--- src/rtl/core_pkg.sv ---
// Shared core definitions: default widths, HLT opcode fields and phase bit indices.
package core_pkg;

   localparam int PC_WIDTH_DEF = 16;
   localparam int INSTR_W      = 16;

   localparam logic [1:0] OP_ARITH = 2'b11;
   localparam logic [3:0] OP3_HLT  = 4'b1111;

   localparam int P1 = 0;
   localparam int P2 = 1;
   localparam int P3 = 2;
   localparam int P4 = 3;
   localparam int P5 = 4;

   function automatic logic is_hlt(input logic [INSTR_W-1:0] instr);
      return (instr[15:14] == OP_ARITH) && (instr[7:4] == OP3_HLT);
   endfunction

endpackage

--- src/rtl/fetch_unit_hlt_detect.sv ---
// Combinational HLT decode of an instruction word; shared with the decoder.
module hlt_detect
   import core_pkg::*;
(
   input  logic [INSTR_W-1:0] instr_i,
   output logic               is_hlt_o
);

   assign is_hlt_o = is_hlt(instr_i);

endmodule

--- src/rtl/fetch_unit.sv ---
// Instruction-fetch stage: owns PC and IR, squashes the overlapped fetch on a
// taken branch and raises halt when a live HLT sits in IR during p2.
module fetch_unit
   import core_pkg::*;
#(
   parameter int                  PC_WIDTH = PC_WIDTH_DEF,
   parameter logic [PC_WIDTH-1:0] RESET_PC = {PC_WIDTH{1'b0}}
)
(
   input  logic                clock,
   input  logic                reset,
   input  logic [4:0]          phase,
   output logic [PC_WIDTH-1:0] imem_addr,
   input  logic [INSTR_W-1:0]  imem_rdata,
   input  logic                br_taken,
   input  logic [PC_WIDTH-1:0] br_target,
   output logic [PC_WIDTH-1:0] pc,
   output logic [INSTR_W-1:0]  ir,
   output logic [PC_WIDTH-1:0] ir_pc,
   output logic                ir_valid,
   output logic                halt
);

   logic [PC_WIDTH-1:0] pc_q, pc_d;
   logic [INSTR_W-1:0]  ir_q, ir_d;
   logic [PC_WIDTH-1:0] ir_pc_q, ir_pc_d;
   logic                ir_valid_q, ir_valid_d;
   logic                is_hlt_s;
   logic                unused_phase_s;

   // p3/p4 carry no work for this stage
   assign unused_phase_s = phase[P3] ^ phase[P4];

   hlt_detect u_hlt_detect (
      .instr_i  (ir_q),
      .is_hlt_o (is_hlt_s)
   );

   // Next-state: a taken branch at p5 overrides any fetch in the same cycle
   always_comb begin
      pc_d       = pc_q;
      ir_d       = ir_q;
      ir_pc_d    = ir_pc_q;
      ir_valid_d = ir_valid_q;
      if (phase[P5] && br_taken) begin
         pc_d       = br_target;
         ir_valid_d = 1'b0;
      end else if (phase[P1] && !phase[P5]) begin
         ir_d       = imem_rdata;
         ir_pc_d    = pc_q;
         pc_d       = pc_q + {{(PC_WIDTH-1){1'b0}}, 1'b1};
         ir_valid_d = 1'b1;
      end else begin
         ir_valid_d = ir_valid_q;
      end
   end

   // State registers with asynchronous active-low reset
   always_ff @(posedge clock or negedge reset) begin
      if (!reset) begin
         pc_q       <= RESET_PC;
         ir_q       <= {INSTR_W{1'b0}};
         ir_pc_q    <= {PC_WIDTH{1'b0}};
         ir_valid_q <= 1'b0;
      end else begin
         pc_q       <= pc_d;
         ir_q       <= ir_d;
         ir_pc_q    <= ir_pc_d;
         ir_valid_q <= ir_valid_d;
      end
   end

   assign imem_addr = pc_q;
   assign pc        = pc_q;
   assign ir        = ir_q;
   assign ir_pc     = ir_pc_q;
   assign ir_valid  = ir_valid_q;
   // Zero-latency so the phase counter can stop at the end of this p2 cycle
   assign halt      = ir_valid_q & is_hlt_s & phase[P2];

endmodule

--- config.mk ---
export PLATFORM = sky130hd
export DESIGN_NAME = fetch_unit
export DESIGN_NICKNAME = d
export VERILOG_FILES = /design/src/rtl/core_pkg.sv /design/src/rtl/fetch_unit_hlt_detect.sv /design/src/rtl/fetch_unit.sv
export SDC_FILE = /design/constraint.sdc
export NUM_CORES = 1
export LEC_CHECK = 0
export ABC_AREA = 1
export CORE_MARGIN = 3
export CORE_UTILIZATION = 40
export DETAILED_ROUTE_END_ITERATION = 6
export GPL_ROUTABILITY_DRIVEN = 0
export PLACE_DENSITY = 0.76
export SYNTH_ARGS = -nofsm -noshare
export SYNTH_HDL_FRONTEND = slang
export SYNTH_SLANG_ARGS = --single-unit
--- constraint.sdc ---
create_clock -name clock -period 1.6 [get_ports clock]
set_input_delay 0.32 -clock clock [delete_from_list [all_inputs] [get_ports clock]]
set_output_delay 0.32 -clock clock [all_outputs]
set_load 0.05 [all_outputs]
==> results of run 1 <==
[layer usage]
layer,track usage,vias up,wire [um]
met3,0.04854,12,521
met1,0.2669,1161,3020
met2,0.3397,93,3513
met5,0,-,0
met4,0.06043,0,99
li1,-,1228,-
[flip-flops by register name (all words and copies together) (netlist names)]
signal / cells
ir: 16
ir_valid: 1
imem_addr: 16
ir_pc: 16
[worst min path at each step]
stage | start | to | slack [ns] | depth (start not counted)
after floorplan | reset | imem_addr[0] | 0.02 | 0
after global placement | reset | ir[12] | 0.21 | 1
after detailed placement | reset | ir[11] | 0.23 | 1
after CTS | reset | ir[3] | 0.44 | 2
after global routing | reset | ir[3] | 0.47 | 2
final | reset | ir[10] | 0.45 | 2
[worst register-to-register path, cell delays in order, from the launching register on]
cell                      delay [ns]
sky130_fd_sc_hd__dfrtp_2        0.41
sky130_fd_sc_hd__ha_1           0.23
sky130_fd_sc_hd__nand3_2        0.14
sky130_fd_sc_hd__inv_1          0.10
sky130_fd_sc_hd__nand2_1        0.09
sky130_fd_sc_hd__o21ai_0        0.16
sky130_fd_sc_hd__nand3_1        0.09
sky130_fd_sc_hd__nand2_1        0.07
sky130_fd_sc_hd__nand2_1        0.04
[power breakdown]
group / switching, W / total, W / internal, W
registers: 0.000241 / 0.00170 / 0.00146
clock network: 0.000423 / 0.00104 / 0.000621
logic: 0.00175 / 0.00305 / 0.00130
[through the flow]
step / total power [W] / TNS, ns / instance area (um^2) / instances / setup slack, ns
after floorplan: 0.003314 / 0 / 2505 / 324 / 0.01524
after global placement: 0.004727 / -0.08119 / 4048 / 503 / -0.007559
after detailed placement: 0.004779 / -0.6917 / 4048 / 503 / -0.06383
after CTS: 0.005832 / 0 / 4192 / 512 / 0.04451
after global routing: 0.006043 / 0 / 4193 / 512 / 0.009376
final: 0.005789 / 0 / 4193 / 512 / 0.05425
[area by class of cell]
class | count | area share
multi-input combinational | 227 | 0.2405
sequential | 49 | 0.2933
clock buffer | 5 | 0.01641
clock inverter | 3 | 0.01552
timing repair buffer | 131 | 0.3903
inverter | 22 | 0.02149
tap | 75 | 0.02238
[cells by family after synthesis]
family,count (synthesis)
buf+inv,48
xor+xnor,1
fa+ha+maj,1
simple gates,189
compound gates,36
flops,49
[synth_stat cells (2+ instances only)]
master                    number  area [um^2]
sky130_fd_sc_hd__inv_1        19        71.32
sky130_fd_sc_hd__dfrtp_1      49         1226
sky130_fd_sc_hd__nor2_2        2        12.51
sky130_fd_sc_hd__o21ai_0      22        110.1
sky130_fd_sc_hd__nand3_2       2        20.02
sky130_fd_sc_hd__buf_2         7        35.03
sky130_fd_sc_hd__buf_4        17        127.6
sky130_fd_sc_hd__o21ai_1       2        10.01
sky130_fd_sc_hd__nand2_1     125        469.2
sky130_fd_sc_hd__a21oi_1       4        20.02
sky130_fd_sc_hd__nor2_1       35        131.4
sky130_fd_sc_hd__o22ai_1       4        25.02
sky130_fd_sc_hd__nand3_1      17        85.08
sky130_fd_sc_hd__nand4_1       4        25.02
[what timing repair did]
| item | in CTS | in global routing |
|---|---|---|
| endpoints found under the setup margin | 0 | 1 |
| gates resized for setup | 0 | 1 |
| hold buffers | 1 | 0 |
| hold endpoints to repair | 10 | 0 |
==> metrics list, run 1 <==
- Status: finished, final reports clean
- Summed over all layers, the routed wires come to 7.155 mm.
- Each instance of the synthesized netlist takes up on average 7.716 um^2.
- Leak Pwr: 2.082 nW
* Biggest cell delay along the critical path: 0.45 ns
* Hold WS: 0.4504 ns
* Num CTS Buffers: 5
* Synthesized instance count: 324
* Post-Route Skew: 0.007996 ns
- Dividing total power by cell area gives a power density of 1381 nW/um^2.
* Area taken by multi-input logic gates: 1008 um^2
* Worst skew pair latency: 0.30 ns
* Average wire length per cell after detail routing: 13.97 um
- For this run, the total global-route usage over all layers was measured as 0.2049.
* Worst path required time: 1.28 ns
- For this design, the sink count on the clock tree is 49.
- The number of antenna violations at the first check in global routing came to 0.
* Total of warnings raised by yosys: 0
- The number of max-slew violations in the final report was 0.
- The final hold violation count was 0.
- Commonest non-fill, non-tap cells in the layout: 125 x sky130_fd_sc_hd__nand2_1, 48 x sky130_fd_sc_hd__buf_4, 46 x sky130_fd_sc_hd__dfrtp_1
- The share of the synthesized area in compound gates (AO/OA/AOI/OAI) is 0.07958.
* Standard-cell rows: 28
- The first global-routing pass estimated 12.04 mm of wire.
- CTS tree: yes
- Startpoint of the worst setup timing path: phase[1]
- The critical path in this run is classified as in -> out.
- Remaining global-route overflow: 0
- Port Buf Inserts: 103
- The setup check on the worst reg-to-reg path leaves a slack of 0.20 ns.
- Biggest fanout along the worst timing path: 1
- Utilization after layout: 0.6999
- Clock root buffer master: sky130_fd_sc_hd__clkbuf_8
- The worst pin sits at a relative slew slack of 0.7655.
* Synth Area in Simple Gates: 0.3143
- After clock tree synthesis, the clock-pin slew on the worst setup and hold paths is 0.09 ns.
- Die outline height: 85.06 um
* Starting utilization of the core area: 0.4173
- The clock passes through at most 2 buffers.
- The detailed router placed 2494 vias in this run.
- Slowest library cell on the worst path: sky130_fd_sc_hd__clkdlybuf4s50_1
- In this run, synthesis produced a sequential element count of 49.
- Unique masters post-synth: 29
- The H-tree was split into 2 levels.
* Count of TritonRoute iterations in the first routing pass: 4
* Detailed-route vias per instance: 4.871
- Post-CTS repair timing setup buffer count: 0
- Worst flop-to-flop path endpoint: imem_addr[10]
- For the finished layout, the period the worst path requires is 1.546 ns.
- Crit path launch type: primary input
* Antenna Cells: 0
- The share of the Yosys chip area taken by registers is 0.4905.
- Detailed placement finished with a half-perimeter wire length of 5.580 mm.
* Xor and xnor area share after synthesis: 0.003504
* Largest net degree at the start of global routing: 40
- Violation count after the first detailed-routing iteration: 128
- Number of enable-type register cells in the synthesized netlist: 0
- Timing would allow up to 0.6469 GHz.
* Filler cells: 473
* Tightest Hold Check Type: in -> async
- The area growth from synthesis to layout is 67.72%.
- Walking the worst path, the cells encountered are clkdlybuf4s50_1, nand4_1, nor2_2, buf_12.
- Number of cells on the worst reg-to-reg path: 8
* Most common cell after layout, fill and taps aside: sky130_fd_sc_hd__nand2_1
- The worst setup path is captured at an output port.
* Crit path max-delay family: buffers and inverters
- Drc violations: 0
- Worst-Margin Slew: 0.3518 ns
- Of the cells placed in the final design, the portion with a size suffix greater than 1 is 0.2677.
- The sequential cells in the finished layout cover a total of 1230 um^2.
- Final cycle utilization of the critical path: 0.9661
- Synth Flop Type: sky130_fd_sc_hd__dfrtp_1
- The via count of the first global-routing pass came to 2535.
- Worst vdd rail ir drop: 0.0007234 V
- Number of maximum-capacitance violations: 0
- Setup repair after global routing left no endpoint under its margin.
- The die covers 7234 um^2.
- Measured along the x axis, the die boundary spans 85.06 um.
- Antenna Nets Post-Route: 0
- At the end of the flow, the number of nets in the layout was 477.
- Ys async rst share: 1.000
* Worst R2R Start: imem_addr[1]
- End point of the critical path: halt
- Counting both buffers and inverters, the worst setup path holds a total of 2.
- The region available for standard cell placement spans 5991 um^2.
- The number of nets in the synthesized netlist is 365.
* WP depth: 4
* Arrival time reported for the critical path endpoint: 1.23 ns
* Number of ports placed on the die boundary: 106
- Dominant combinational cell family by area after synthesis: simple AND/OR/NAND/NOR gates
- The synthesized netlist occupies a cell area of 2500 um^2.
- Setup violations remaining at the end of the flow were counted as 0.
* Multiplexer share of the synthesized area: 0
- Synthesized-area fraction occupied by adder cells: 0.005005
Note: power is estimated with default switching activity, not from simulation.
==> run 2: changes to the inputs <==
- SYNTH_HIERARCHICAL: unset -> 1
==> metrics list, run 2 <==
* Startpoint of the tightest hold check path: ir[3]
* Clock root buffer master: sky130_fd_sc_hd__clkbuf_8
* Final setup slack of the worst path: 0.02683 ns
- Leaving out fill and tap cells, the most frequent cell in the layout is sky130_fd_sc_hd__nand2_1.
- Clock input transition at the sequential cells of the worst setup and hold paths: 0.09 ns
- Across the routed clock network, the largest skew measured is 0.005047 ns.
- Clock Sink Count: 49
* Fraction of post-synthesis cell area in the top cell type by area: 0.4816
- Setup slack at placement: -0.09460 ns
- Along the worst path, the maximum fanout reaches 3.
* Cell with the most instances after synthesis: sky130_fd_sc_hd__nand2_1
- The routed layout has 2577 vias.
- Synthesis-to-finish area growth: 60.88%
- Power density over the cells: 1313 nW/um^2
- Counting every net in the synthesized netlist gives 372.
- Worst max-slew margin expressed relative to the limit: 0.7025
- Leaving out fill and tap cells, the most frequent cells in the layout are 129 x sky130_fd_sc_hd__nand2_1, 56 x sky130_fd_sc_hd__buf_4, 47 x sky130_fd_sc_hd__dfrtp_1.
- Netlist area before placement: 2546 um^2
* Utilization after layout: 0.6798
* Total power: 0.005379 W
- On the critical path, the stage with the largest delay is an instance of sky130_fd_sc_hd__dfrtp_1.
* Crit. End Element: output port
- The number of antenna violations at the first check in global routing is 0.
- The initial utilization of the core area, before any placement, comes to 0.4225.
* Internal: 0.002981 W
- In the final layout, the share of cells above drive strength 1 is 0.2680.
- Filler cells: 494
- Final HPWL DP: 5.679 mm
- The final hold violation count came to 0.
- In this run the static leakage power is 2.056 nW.
- After global routing the overflow that remains totals 0.
* Total of warnings raised by yosys: 6
* Ys async rst share: 1.000
- The most used flip-flop cell after synthesis is sky130_fd_sc_hd__dfrtp_1.
- Of the total power, the share spent switching nets is 0.4459.
- Violation count after the first detailed-routing iteration: 166
* Num CTS Buffers: 5
* Detailed-route vias per instance: 4.965
- Antenna Nets Post-Route: 0
* Placeable core area: 6026 um^2
- For this design the top-level I/O count stands at 106.
- The synthesized netlist contains 30 unique library cells.
- Crit path launch type: register
- Largest net degree at the start of global routing: 27
- Of the synthesized area, sequential elements account for 0.4816.
- In this run the vertical extent of the chip is 85.79 um.
* Fraction of power consumed by sequential logic: 0.311
- Final setup fails: 0
- The worst path in the final design needs a cycle of 1.573 ns, including I/O delays and setup.
- Worst-Margin Slew: 0.4463 ns
* Inst Count DP: 508
- Worst R2R Start: imem_addr[0]
- In the finished design, the share of the clock period the worst path needs comes to 0.9832.
- Standard-cell rows: 28
- Instance count along the most critical hold path: 2
- CTS tree: yes
- For the worst flop-to-flop path, the logic depth is 8.
- The worst hold path terminates at ir[3].
- Of the total power, combinational logic draws 0.554.
* Reg-to-reg setup timing slack: 0.19 ns
- The number of max-slew violations in the final report is 0.
* Number of maximum-capacitance violations: 0
* Fraction of power consumed by the clock network: 0.135
- In this run the critical register-to-register path is captured at imem_addr[10].
* Width of the chip: 85.79 um
- Global-route wire length before repair: 12.32 mm
- Number of flip-flops and latches in the synthesized netlist: 49
* Antenna Cells: 0
- In this run the worst hold path is classified as reg -> reg.
- The critical path in this run is classified as reg -> out.
- In the final routed layout, each cell accounts on average for 14.13 um.
- Worst path required time: 1.28 ns
- Across the VDD grid, the largest voltage drop is 0.0007745 V.
* Detailed-route wire length: 7.331 mm
- Post-synthesis cell type with the largest combined area: sky130_fd_sc_hd__dfrtp_1
* Worst skew pair latency: 0.30 ns
- Static timing analysis puts the maximum clock frequency at 0.6357 GHz.
- For this run, design rule violations remaining after detail routing come to 0.
- Setup repair after global routing missed its margin: true
- The analysis attributes to net switching a power of 0.002398 W.
- Top post-synthesis cells by area: sky130_fd_sc_hd__dfrtp_1 48%, sky130_fd_sc_hd__nand2_1 19%, sky130_fd_sc_hd__buf_4 5.9%
- In this run, synthesis inferred 0 flip-flops with an integrated enable.
* Via count of the first global-routing pass: 2551
- Synth cell count leaders: 130 x sky130_fd_sc_hd__nand2_1, 49 x sky130_fd_sc_hd__dfrtp_1, 32 x sky130_fd_sc_hd__nor2_1, 22 x sky130_fd_sc_hd__inv_1, 20 x sky130_fd_sc_hd__buf_4
- In this design, the stage delay of the slowest critical-path cell is 0.38 ns.
- The average instance in the mapped netlist occupies 7.692 um^2.
- The clock passes through at most 2 buffers.
* H-Tree Depth: 2
* Crit-path cells: nand2_1, inv_1, nand2_1, nor2_2, nand2_2, nor2_4, buf_12
- For this run, the total global-route usage over all layers was measured as 0.2103.
* # nets final: 484
* Count of TritonRoute iterations in the first routing pass: 5
* Most common cell type on the critical path: sky130_fd_sc_hd__nand2_1
* Arrival time reported for the critical path endpoint: 1.25 ns
* Synthesized instance count: 331
- Die Footprint: 7359 um^2
* Status: finished, final reports clean
* Port Buf Inserts: 103
- Final cell count without fillers: 519
==> run 2: cell count changes after synthesis <==
cell	before	now
sky130_fd_sc_hd__buf_4	17	20
sky130_fd_sc_hd__a21oi_2	0	1
sky130_fd_sc_hd__nor2_2	2	4
sky130_fd_sc_hd__buf_2	7	4
sky130_fd_sc_hd__buf_6	1	2
sky130_fd_sc_hd__o21ai_0	22	16
sky130_fd_sc_hd__o21ai_1	2	8
sky130_fd_sc_hd__nor2_1	35	32
sky130_fd_sc_hd__nand2_1	125	130
sky130_fd_sc_hd__inv_1	19	22
sky130_fd_sc_hd__nand4_1	4	2
==> run 2: logic make-up after synthesis <==
logic type	share of synthesized area
buffers and inverters	0.1170
and+or+nand+nor	0.3115
xor gates and xnor gates	0.003440
adders and majority gates	0.004913
DFF	0.4816
AOI/OAI and AO/OA	0.08158
==> run 2: power groups by stage <==
| stage | Sequential (W) | Combinational (W) | Clock, W |
|---|---|---|---|
| after floorplan | 0.00246 | 0.000875 | 0 |
| after global placement | 0.00169 | 0.00293 | 0 |
| after detailed placement | 0.00169 | 0.00298 | 0 |
| after CTS | 0.00167 | 0.00299 | 0.000736 |
| after global routing | 0.00171 | 0.00314 | 0.000780 |
| final | 0.00167 | 0.00298 | 0.000724 |
==> run 2: final cells by class <==
cell class	instances	area [um^2]	share of cell area
clock buffers	7	76.32	0.01863
clock inverters	1	7.507	0.001833
inverters	25	101.3	0.02474
multi-input cells	230	1032	0.2520
flip-flops and latches	49	1229	0.2999
well taps	75	93.84	0.02291
repair buffers	132	1556	0.3800
==> run 2: worst max-delay path by stage <==
stage | from | to | cells after the start
finish | ir[5] | halt | 7
global route | ir[5] | halt | 7
CTS | ir[4] | halt | 7
detailed placement | phase[0] | ir_pc[13] | 6
global placement | phase[4] | imem_addr[0] | 6
floorplan | ir[5] | halt | 6
==> run 2: metal layers <==
layer,GRT usage,up-vias,wire length (um)
met4,0.04317,0,85
met3,0.04131,9,449
met1,0.2626,1238,2862
met2,0.3778,88,3933
met5,0,-,0
li1,-,1242,-
==> run 2: critical path, delay by kind of cell (launching register included) <==
kind                   cells  cell delay [ns]
flip-flops                 1             0.38
AND/OR/NAND/NOR            5             0.37
buffers and inverters      2             0.19
==> run 2: stage by stage <==
stage	hold WS (ns)	TNS (ns)	cell area, um^2
after CTS	0.4811	0	4079
after global routing	0.4914	-0.08698	4096
after detailed placement	0.2860	-2.171	3985
after floorplan	0.02441	0	2556
after global placement	0.2797	-0.8104	3985
final	0.4774	0	4096
==> run 2: what timing repair did <==
action / CTS / global route
buffers inserted: 0 / 2
resized for setup: 0 / 1
setup endpoints to repair: 0 / 1
endpoints found under the hold margin: 15 / 0
hold buffers: 1 / 0
